$ cat config.mk
export PLATFORM = sky130hd
export DESIGN_NAME = lookup3_stream
export DESIGN_NICKNAME = d
export VERILOG_FILES = /design/src/rtl/lookup3_pkg.sv /design/src/rtl/lookup3_round.sv /design/src/rtl/lookup3_stream.sv
export SDC_FILE = /design/constraint.sdc
export NUM_CORES = 2
export LEC_CHECK = 0
export BUFFER_PORTS_ARGS = -buffer_cell sky130_fd_sc_hd__buf_4
export CELL_PAD_IN_SITES_DETAIL_PLACEMENT = 1
export CELL_PAD_IN_SITES_GLOBAL_PLACEMENT = 1
export CORE_UTILIZATION = 34
export DETAILED_ROUTE_END_ITERATION = 16
export MAX_ROUTING_LAYER = met4
export PLACE_DENSITY_LB_ADDON = 0.1
export SYNTH_ARGS = -nofsm -noshare
export SYNTH_HDL_FRONTEND = slang
export SYNTH_SLANG_ARGS = --single-unit
$ cat constraint.sdc
create_clock -name CLK -period 49.5 [get_ports CLK]
set_input_delay 9.9 -clock CLK [delete_from_list [all_inputs] [get_ports CLK]]
set_output_delay 9.9 -clock CLK [all_outputs]
set_load 0.05 [all_outputs]
$ cat src/rtl/lookup3_pkg.sv
// Shared constants, types and helpers for the streaming lookup3 (hashlittle) engine.
package lookup3_pkg;

  // Seed constant that hashlittle folds into a, b and c before any key data.
  localparam logic [31:0] JHASH_GOLDEN = 32'hdeadbeef;

  // Top-level control states.
  typedef enum logic [2:0] {
    IDLE,
    ABSORB,
    MIX,
    FINAL,
    DONE
  } state_t;

  // Operation selector for the round datapath.
  typedef enum logic {
    OP_MIX,
    OP_FINAL
  } op_t;

  // 32-bit left rotate; the upper half of the doubled word carries the wrapped bits.
  function automatic logic [31:0] rot(input logic [31:0] x, input int unsigned k);
    logic [63:0] d;
    d = {x, x} << k;
    return d[63:32];
  endfunction

  // Byte-enable mask for one 12-byte beat: bytes at index >= rem are cleared,
  // which reproduces the hashlittle tail switch for partial beats.
  function automatic logic [95:0] byte_mask(input logic [31:0] rem);
    logic [95:0] m;
    m = '0;
    for (int i = 0; i < 12; i++) begin
      if (rem > i) begin
        m[8*i +: 8] = 8'hff;
      end
    end
    return m;
  endfunction

endpackage

$ cat src/rtl/lookup3_round.sv
// Combinational lookup3 mix()/final() datapath. With SPLIT set, each operation is
// cut at its midpoint and the half input picks which part is evaluated.
module lookup3_round
  import lookup3_pkg::*;
#(
  parameter int SPLIT = 0
) (
  input  op_t         op,
  input  logic        half,
  input  logic [31:0] a_in,
  input  logic [31:0] b_in,
  input  logic [31:0] c_in,
  output logic [31:0] a_out,
  output logic [31:0] b_out,
  output logic [31:0] c_out
);

  localparam bit SPLIT_EN = (SPLIT != 0);

  logic        run_first;
  logic        run_second;
  logic [31:0] ma, mb, mc;
  logic [31:0] fa, fb, fc;

  // Unsplit: both halves chain in one cycle. Split: half 0 runs the first part,
  // half 1 runs the second part on the registered intermediate.
  assign run_first  = !SPLIT_EN || !half;
  assign run_second = !SPLIT_EN || half;

  // mix(): six subrounds, three per half.
  always_comb begin
    ma = a_in;
    mb = b_in;
    mc = c_in;
    if (run_first) begin
      ma = ma - mc;  ma = ma ^ rot(mc, 4);   mc = mc + mb;
      mb = mb - ma;  mb = mb ^ rot(ma, 6);   ma = ma + mc;
      mc = mc - mb;  mc = mc ^ rot(mb, 8);   mb = mb + ma;
    end
    if (run_second) begin
      ma = ma - mc;  ma = ma ^ rot(mc, 16);  mc = mc + mb;
      mb = mb - ma;  mb = mb ^ rot(ma, 19);  ma = ma + mc;
      mc = mc - mb;  mc = mc ^ rot(mb, 4);   mb = mb + ma;
    end
  end

  // final(): seven steps, four in the first half and three in the second.
  always_comb begin
    fa = a_in;
    fb = b_in;
    fc = c_in;
    if (run_first) begin
      fc = fc ^ fb;  fc = fc - rot(fb, 14);
      fa = fa ^ fc;  fa = fa - rot(fc, 11);
      fb = fb ^ fa;  fb = fb - rot(fa, 25);
      fc = fc ^ fb;  fc = fc - rot(fb, 16);
    end
    if (run_second) begin
      fa = fa ^ fc;  fa = fa - rot(fc, 4);
      fb = fb ^ fa;  fb = fb - rot(fa, 14);
      fc = fc ^ fb;  fc = fc - rot(fb, 24);
    end
  end

  // Select the requested operation's result.
  always_comb begin
    a_out = ma;
    b_out = mb;
    c_out = mc;
    if (op == OP_FINAL) begin
      a_out = fa;
      b_out = fb;
      c_out = fc;
    end
  end

endmodule

$ cat src/rtl/lookup3_stream.sv
// Streaming lookup3 hashlittle engine: absorbs a key as 96-bit beats, one key in
// flight, and returns the 32-bit hash through a valid/ready output.
module lookup3_stream
  import lookup3_pkg::*;
#(
  parameter int LEN_W = 8,
  parameter int SPLIT = 0
) (
  input  logic             CLK,
  input  logic             RST,
  input  logic             in_valid,
  output logic             in_ready,
  input  logic [LEN_W-1:0] in_len,
  input  logic [31:0]      in_seed,
  input  logic [31:0]      in_k0,
  input  logic [31:0]      in_k1,
  input  logic [31:0]      in_k2,
  output logic             out_valid,
  input  logic             out_ready,
  output logic [31:0]      out_hash
);

  localparam logic [LEN_W-1:0] BEAT_BYTES = LEN_W'(12);

  state_t           state_reg, state_next;
  logic [31:0]      a_reg, a_next;
  logic [31:0]      b_reg, b_next;
  logic [31:0]      c_reg, c_next;
  logic [LEN_W-1:0] rem_reg, rem_next;
  logic             half_reg, half_next;
  logic [31:0]      hash_reg, hash_next;

  logic             beat_fire;
  logic             first_beat;
  logic             last_half;
  logic [LEN_W-1:0] len_eff;
  logic [95:0]      words;
  logic [31:0]      init_val;
  logic [31:0]      ra, rb, rc;
  op_t              op;

  // Input side is open only while waiting for a beat, and never during reset.
  assign in_ready   = !RST && (state_reg == IDLE || state_reg == ABSORB);
  assign out_valid  = (state_reg == DONE);
  assign out_hash   = hash_reg;

  assign beat_fire  = in_valid && in_ready;
  assign first_beat = (state_reg == IDLE);
  assign init_val   = JHASH_GOLDEN + 32'(in_len) + in_seed;

  // Length and seed only matter on the first beat; later beats mask from rem.
  assign len_eff    = first_beat ? in_len : rem_reg;
  assign words      = {in_k2, in_k1, in_k0} & byte_mask(32'(len_eff));

  assign last_half  = (SPLIT == 0) || half_reg;
  assign op         = (state_reg == FINAL) ? OP_FINAL : OP_MIX;

  lookup3_round #(
    .SPLIT(SPLIT)
  ) u_round (
    .op   (op),
    .half (half_reg),
    .a_in (a_reg),
    .b_in (b_reg),
    .c_in (c_reg),
    .a_out(ra),
    .b_out(rb),
    .c_out(rc)
  );

  // Next-state and datapath updates for the key-absorb / mix / final sequence.
  always_comb begin
    state_next = state_reg;
    a_next     = a_reg;
    b_next     = b_reg;
    c_next     = c_reg;
    rem_next   = rem_reg;
    half_next  = half_reg;
    hash_next  = hash_reg;
    case (state_reg)
      IDLE: begin
        if (beat_fire) begin
          // An empty key masks every word to zero, so a/b/c stay at the init value.
          a_next    = init_val + words[31:0];
          b_next    = init_val + words[63:32];
          c_next    = init_val + words[95:64];
          rem_next  = in_len;
          half_next = 1'b0;
          if (in_len == '0) begin
            // Empty key bypasses final(); the hash is the init value itself.
            hash_next  = init_val;
            state_next = DONE;
          end else if (in_len > BEAT_BYTES) begin
            state_next = MIX;
          end else begin
            state_next = FINAL;
          end
        end
      end
      ABSORB: begin
        if (beat_fire) begin
          a_next    = a_reg + words[31:0];
          b_next    = b_reg + words[63:32];
          c_next    = c_reg + words[95:64];
          half_next = 1'b0;
          if (rem_reg > BEAT_BYTES) begin
            state_next = MIX;
          end else begin
            state_next = FINAL;
          end
        end
      end
      MIX: begin
        a_next = ra;
        b_next = rb;
        c_next = rc;
        if (last_half) begin
          rem_next   = rem_reg - BEAT_BYTES;
          half_next  = 1'b0;
          state_next = ABSORB;
        end else begin
          half_next = 1'b1;
        end
      end
      FINAL: begin
        a_next = ra;
        b_next = rb;
        c_next = rc;
        if (last_half) begin
          hash_next  = rc;
          half_next  = 1'b0;
          state_next = DONE;
        end else begin
          half_next = 1'b1;
        end
      end
      DONE: begin
        if (out_ready) begin
          state_next = IDLE;
        end
      end
      default: begin
        state_next = IDLE;
      end
    endcase
  end

  // State and datapath registers; reset aborts any key or pending result.
  always_ff @(posedge CLK) begin
    if (RST) begin
      state_reg <= IDLE;
      a_reg     <= '0;
      b_reg     <= '0;
      c_reg     <= '0;
      rem_reg   <= '0;
      half_reg  <= 1'b0;
      hash_reg  <= '0;
    end else begin
      state_reg <= state_next;
      a_reg     <= a_next;
      b_reg     <= b_next;
      c_reg     <= c_next;
      rem_reg   <= rem_next;
      half_reg  <= half_next;
      hash_reg  <= hash_next;
    end
  end

endmodule

* Word-level counts from Yosys, hierarchy flattened
Cells that the tools add are included.
** Storage, ports and cells
- Flip-flop bits (word level) :: 139
- Bits in latches :: 0
- Memory bits (writable) :: 0
- ROM bits :: 0
- Bits of input ports :: 140
- Output and inout port bits :: 34
- Word-level logic and storage cells :: 122
- Memories kept :: 0
** Cells by class
- Add/subtract/negate cells :: 28
- $mul :: 0
- Divide/modulo/power cells :: 0
- Order comparisons :: 14
- Equality and inequality tests :: 8
- Shift-type cells :: 0
- Muxes and demuxes :: 38
- Bitwise gates (word level) :: 14
- Reductions and logical operators :: 14
** Operator list (number)
- adder 32 bit :: 13
- subtractor 32 bit :: 13
- bitwise XOR 32 bit :: 13
- two-way mux 32 bit :: 11
- case mux 32 bit (3 select lines) :: 3
- two-way mux 8 bit :: 14
- AND 96 bit :: 1
- case mux 32 bit (2 select lines) :: 1
- greater-than comparator 8 x 4 -> 1 bit, second input constant :: 6
- adder 31 x 9 -> 32 bit, first input constant :: 1
- greater-than comparator 8 x 3 -> 1 bit, second input constant :: 4
- greater-than comparator 8 x 1 -> 1 bit, second input constant :: 2
- greater-than comparator 8 x 2 -> 1 bit, second input constant :: 2
- case mux 8 bit (2 select lines) :: 1
- case mux 3 bit (5 select lines) :: 1
- two-way mux 3 bit :: 4
- AND reduction 3 bit :: 3
- logical NOT 8 bit :: 1
- subtractor 8 x 4 -> 8 bit, second input constant :: 1
- equality test 3 x 2 -> 1 bit, second input constant :: 2
- != test 2 x 1 -> 1 bit, second input constant :: 2
- != test 2 bit, second input constant :: 2
- nonzero test 2 bit :: 2
- equality test 3 x 1 -> 1 bit, second input constant :: 1
- other kinds (9) :: 12

* Depth between registers and ports, before layout
- Depth in word-level cells :: 16
- Mapped depth :: 115

* Hierarchy
From an unflattened synthesis, not the netlist that was laid out.
** Second synthesis, totals
- Cell total of the unflattened synthesis :: 6596
- Area, all modules :: 47513.1 sq um
** Modules (own cells, without submodules)
- lookup3_round :: instances 1, cells an instance 4674, area an instance 33683.6 sq um, sequential area each 0.0 sq um
- lookup3_stream :: instances 1, cells an instance 1922, area an instance 13829.5 sq um, sequential area each 2782.7 sq um

* Least setup slack after synthesis
OpenSTA, ideal clock, no wires.
- Kind :: input to output
- Start point :: in RST
- End point :: out in_ready
- Data arrival time :: 11.453 ns
- Data required time :: 39.600 ns
- Slack :: 28.147 ns
- Cell stages on the path :: 4
- Path through :: buf_6 > clkbuf_1 > buf_1 > nor3_1
** On the way
- Cells in the longest elaborated chain, start to end :: 2
** RTL lines
- start: declaration :: line lookup3_stream.sv:10 : input logic RST,
- logical NOT 1 bit :: line lookup3_stream.sv:43 : assign in_ready = !RST && (state_reg == IDLE || state_reg == ABSORB);
- logical AND 1 bit :: line lookup3_stream.sv:43
- end: declaration :: line lookup3_stream.sv:12 : output logic in_ready,
Every way passes these cells.

* Worst setup path after layout
- Start point :: reg b_reg[31]
- End point :: reg c_reg[31]
** On the way
- Cells in the longest elaborated chain, start to end :: 16
- Elaborated cells on any way between the ends :: 30
- Those cells by class :: add/sub: 16; mux: 2; bitwise: 12
** RTL lines
- start: declaration :: line lookup3_stream.sv:27 : logic [31:0] b_reg, b_next;
- start signal: assignment :: line lookup3_stream.sv:161 : b_reg <= b_next;
- bitwise XOR 32 bit :: line lookup3_round.sv:53 : fc = fc ^ fb; fc = fc - rot(fb, 14);
- subtractor 32 bit :: line lookup3_round.sv:53
- bitwise XOR 32 bit :: line lookup3_round.sv:54 : fa = fa ^ fc; fa = fa - rot(fc, 11);
- subtractor 32 bit :: line lookup3_round.sv:54
- bitwise XOR 32 bit :: line lookup3_round.sv:55 : fb = fb ^ fa; fb = fb - rot(fa, 25);
- subtractor 32 bit :: line lookup3_round.sv:55
- bitwise XOR 32 bit :: line lookup3_round.sv:56 : fc = fc ^ fb; fc = fc - rot(fb, 16);
- subtractor 32 bit :: line lookup3_round.sv:56
- bitwise XOR 32 bit :: line lookup3_round.sv:59 : fa = fa ^ fc; fa = fa - rot(fc, 4);
- subtractor 32 bit :: line lookup3_round.sv:59
- bitwise XOR 32 bit :: line lookup3_round.sv:60 : fb = fb ^ fa; fb = fb - rot(fa, 14);
- subtractor 32 bit :: line lookup3_round.sv:60
- bitwise XOR 32 bit :: line lookup3_round.sv:61 : fc = fc ^ fb; fc = fc - rot(fb, 24);
- subtractor 32 bit :: line lookup3_round.sv:61
- two-way mux 32 bit * :: line lookup3_round.sv:70 : if (op == OP_FINAL) begin
- case mux 32 bit (3 select lines) * :: line lookup3_stream.sv:80 : case (state_reg)
- end signal: assignment :: line lookup3_stream.sv:162 : c_reg <= c_next;
- end: declaration :: line lookup3_stream.sv:28 : logic [31:0] c_reg, c_next;
Every way passes the cells marked *; elsewhere a longest branch is shown, timed or not.
A chain may end at the register's enable or synchronous reset.

==> flow_summary.ini <==
[worst_setup_path]
critical_path_s_slowest_cell = sky130_fd_sc_hd__dfxtp_1
rr_endpoint = c_reg[31]
cpPeakStageDelay_ns = 0.76
critPathTopFamily = compound AO/OA/AOI/OAI gates
timing.critical_path.to = c_reg[31]
worst_setup_path_start = b_reg[31]
reg2reg_slack_ns = 25.44
crit_required_ns = 49.89
arrival_time_at_the_worst_endpoint_ns = 24.45
worstPathBufferInverterCount = 8
rr_startpoint = b_reg[31]
path_class = reg -> reg
timing.critical_path.from_type = register
critPathCaptureType = register
cp_common_cell = sky130_fd_sc_hd__a21oi_1
reg2regPathDepth = 105
critical_path_peak_fanout = 8
worstSetupPathDepth = 105

[sta]
worst_setup_slack_final_ns = 25.44
drv_slew = 0
fin_worst_hold_slack_ns = 0.5073
skew_ns = 0.02643
final.period_utilization_pct = 48.60
tightestPinTransition_ns = 1.370
rsz0062_at_grt = no
timing.final.hold_violations = 0
setup_tns_after_final_layout_ns = 0
slew_headroom_pct = 7.982
setup_viol_count_final = 0
fmaxAchievable_mhz = 41.56
final_period_minus_worst_setup_slack_ns = 24.06

[placed_design]
gpl.final_weighted_congestion = 1.052
detailed_place_hpwl_um = 240800
placed_area_mm2 = 0.04910
preCtsSetupSlack_ns = 26.13
portBuffers = 173

[drt]
wire_per_inst_um = 33.73
drc_errors = 0
num_vias = 49090
wirelength_um = 275300
via_per_inst = 6.016
antenna_violating_nets_post_route = 0
detail_route.iter0.violations = 5305
drt_pass1_iterations = 5

[logic_synthesis]
synth_nets = 7113
avg_synthesized_cell_area_um2 = 7.270
ys.flop_type = sky130_fd_sc_hd__dfxtp_1
synth_largest_area_cell = sky130_fd_sc_hd__ha_1
ff_latch_count_synth = 139
synth_enable_flop_cells = 0
synth_sequential_area_ratio_pct = 6.128
netlist_instances = 6246
synthDistinctLibCells = 128
synth.cell_area_mm2 = 0.04541
yosysWarnings = 0
synthTopCellsByArea = sky130_fd_sc_hd__ha_1 19%, sky130_fd_sc_hd__xnor2_1 16%, sky130_fd_sc_hd__a21oi_1 6.7%, sky130_fd_sc_hd__inv_1 6.5%, sky130_fd_sc_hd__dfxtp_1 6.1%
async_reset_ff_share_pct = 0
synth_top_cell_area_share_pct = 19.42

[cts]
ctsHtreeMaxLevel = 4
number_of_clock_sinks = 139
clock_path_buffers = 2
clock_latency_on_the_worst_skew_pair_ns = 0.53
clock-root-buffer = sky130_fd_sc_hd__clkbuf_16
post-cts-setup-buffers = 0
cts-buffers-inserted = 17
clk_pin_slew_worst_paths_ns = 0.08
hold_buffers = 0
post_cts_resize_count = 0
tritoncts = done

[cells_and_area]
layout.cells.most_common = sky130_fd_sc_hd__xnor2_1
final_area_mm2 = 0.04969
drive_above_1_share_pct = 7.040
area_growth_syn_to_layout_pct = 9.426
layout_common_cells = 806 x sky130_fd_sc_hd__xnor2_1, 790 x sky130_fd_sc_hd__inv_1, 705 x sky130_fd_sc_hd__ha_1
layout.nets = 7247

[floorplan]
initial_core_util_pct = 34.41
ioPinCount = 174
die-area_mm2 = 0.1350
core_area_mm2 = 0.1320
placement_rows = 133
die_height_um = 367.5
floorplan.die.width_um = 367.5

[job]
maxCapViolations = 0

[run_status]
status = completed

[grt]
globalRouteOverflowTotal = 0
wire_length_of_the_first_global_routing_pass_um = 375000
first_global_vias = 47200
grt_start_max_net_pins = 94
groute.usage.overall_pct = 40.66
grt_antenna_before_repair = 25

[worst_hold_path]
hold_path.class = reg -> reg
[layout make-up]
| type | count | area [um^2] |
|---|---|---|
| sequential | 139 | 2786 |
| clock inverter | 14 | 126.4 |
| inverter | 791 | 2969 |
| timing repair buffer | 270 | 2039 |
| antenna | 14 | 35.03 |
| clock buffer | 17 | 425.4 |
| multi-input combinational | 5161 | 39110 |
| tap | 1755 | 2196 |
| fill | 16530 | 82270 |
[worst min path at each step]
stage	start	endpoint	depth (start not counted)
after floorplan	rem_reg[0]	rem_reg[0]	2
after global placement	rem_reg[0]	rem_reg[0]	2
after detailed placement	out_hash[10]	out_hash[10]	2
after CTS	rem_reg[0]	rem_reg[0]	2
after global routing	out_hash[10]	out_hash[10]	2
final	rem_reg[0]	rem_reg[0]	2
[layer usage]
metal	routed length, um	share of wire, %	track usage, %
met5	0	0	-
met4	13270	4.8	16.60
met2	115700	42	59.75
met1	124000	45	55.82
met3	22290	8.1	4.892
[worst reg2reg max path, delay by kind of cell (launching register included)]
| family | cells | cell delay [ns] |
|---|---|---|
| buf+inv | 8 | 1.35 |
| flops | 1 | 0.76 |
| compound gates | 63 | 12.79 |
| xor+xnor | 7 | 3.01 |
| simple gates | 20 | 3.35 |
| fa+ha+maj | 7 | 2.71 |
[kinds of logic after synthesis]
logic type,after synthesis,synth area share (%)
XOR/XNOR,1036,20.68
AO/OA/AOI/OAI,2045,29.82
AND/OR/NAND/NOR,1320,14.16
adder cells (fa/ha/maj),731,20.48
buffers and inverters,946,8.048
flip-flops,139,6.128
multiplexers,29,0.6778
[synthesized netlist by cell type, types with 77 or more instances]
cell type,instances
sky130_fd_sc_hd__clkbuf_1,118
sky130_fd_sc_hd__nor3_1,96
sky130_fd_sc_hd__a21o_1,273
sky130_fd_sc_hd__nor2_1,367
sky130_fd_sc_hd__o21bai_1,228
sky130_fd_sc_hd__ha_1,705
sky130_fd_sc_hd__xnor2_1,815
sky130_fd_sc_hd__a211oi_1,93
sky130_fd_sc_hd__xor2_1,196
sky130_fd_sc_hd__dfxtp_1,139
sky130_fd_sc_hd__a21oi_1,611
sky130_fd_sc_hd__and2_1,130
sky130_fd_sc_hd__inv_1,790
sky130_fd_sc_hd__o21ai_0,352
sky130_fd_sc_hd__nand2_1,334
sky130_fd_sc_hd__nand2b_1,77
[metrics by stage]
stage | utilization, % | instances
CTS | 37.63 | 8147
finish | 37.66 | 8161
global placement | 37.21 | 8116
detailed placement | 37.21 | 8116
floorplan | - | 6246
global route | 37.64 | 8154
Power is not shown: default switching activity piles up to over one toggle a cycle in this logic, so the estimate is an artifact.
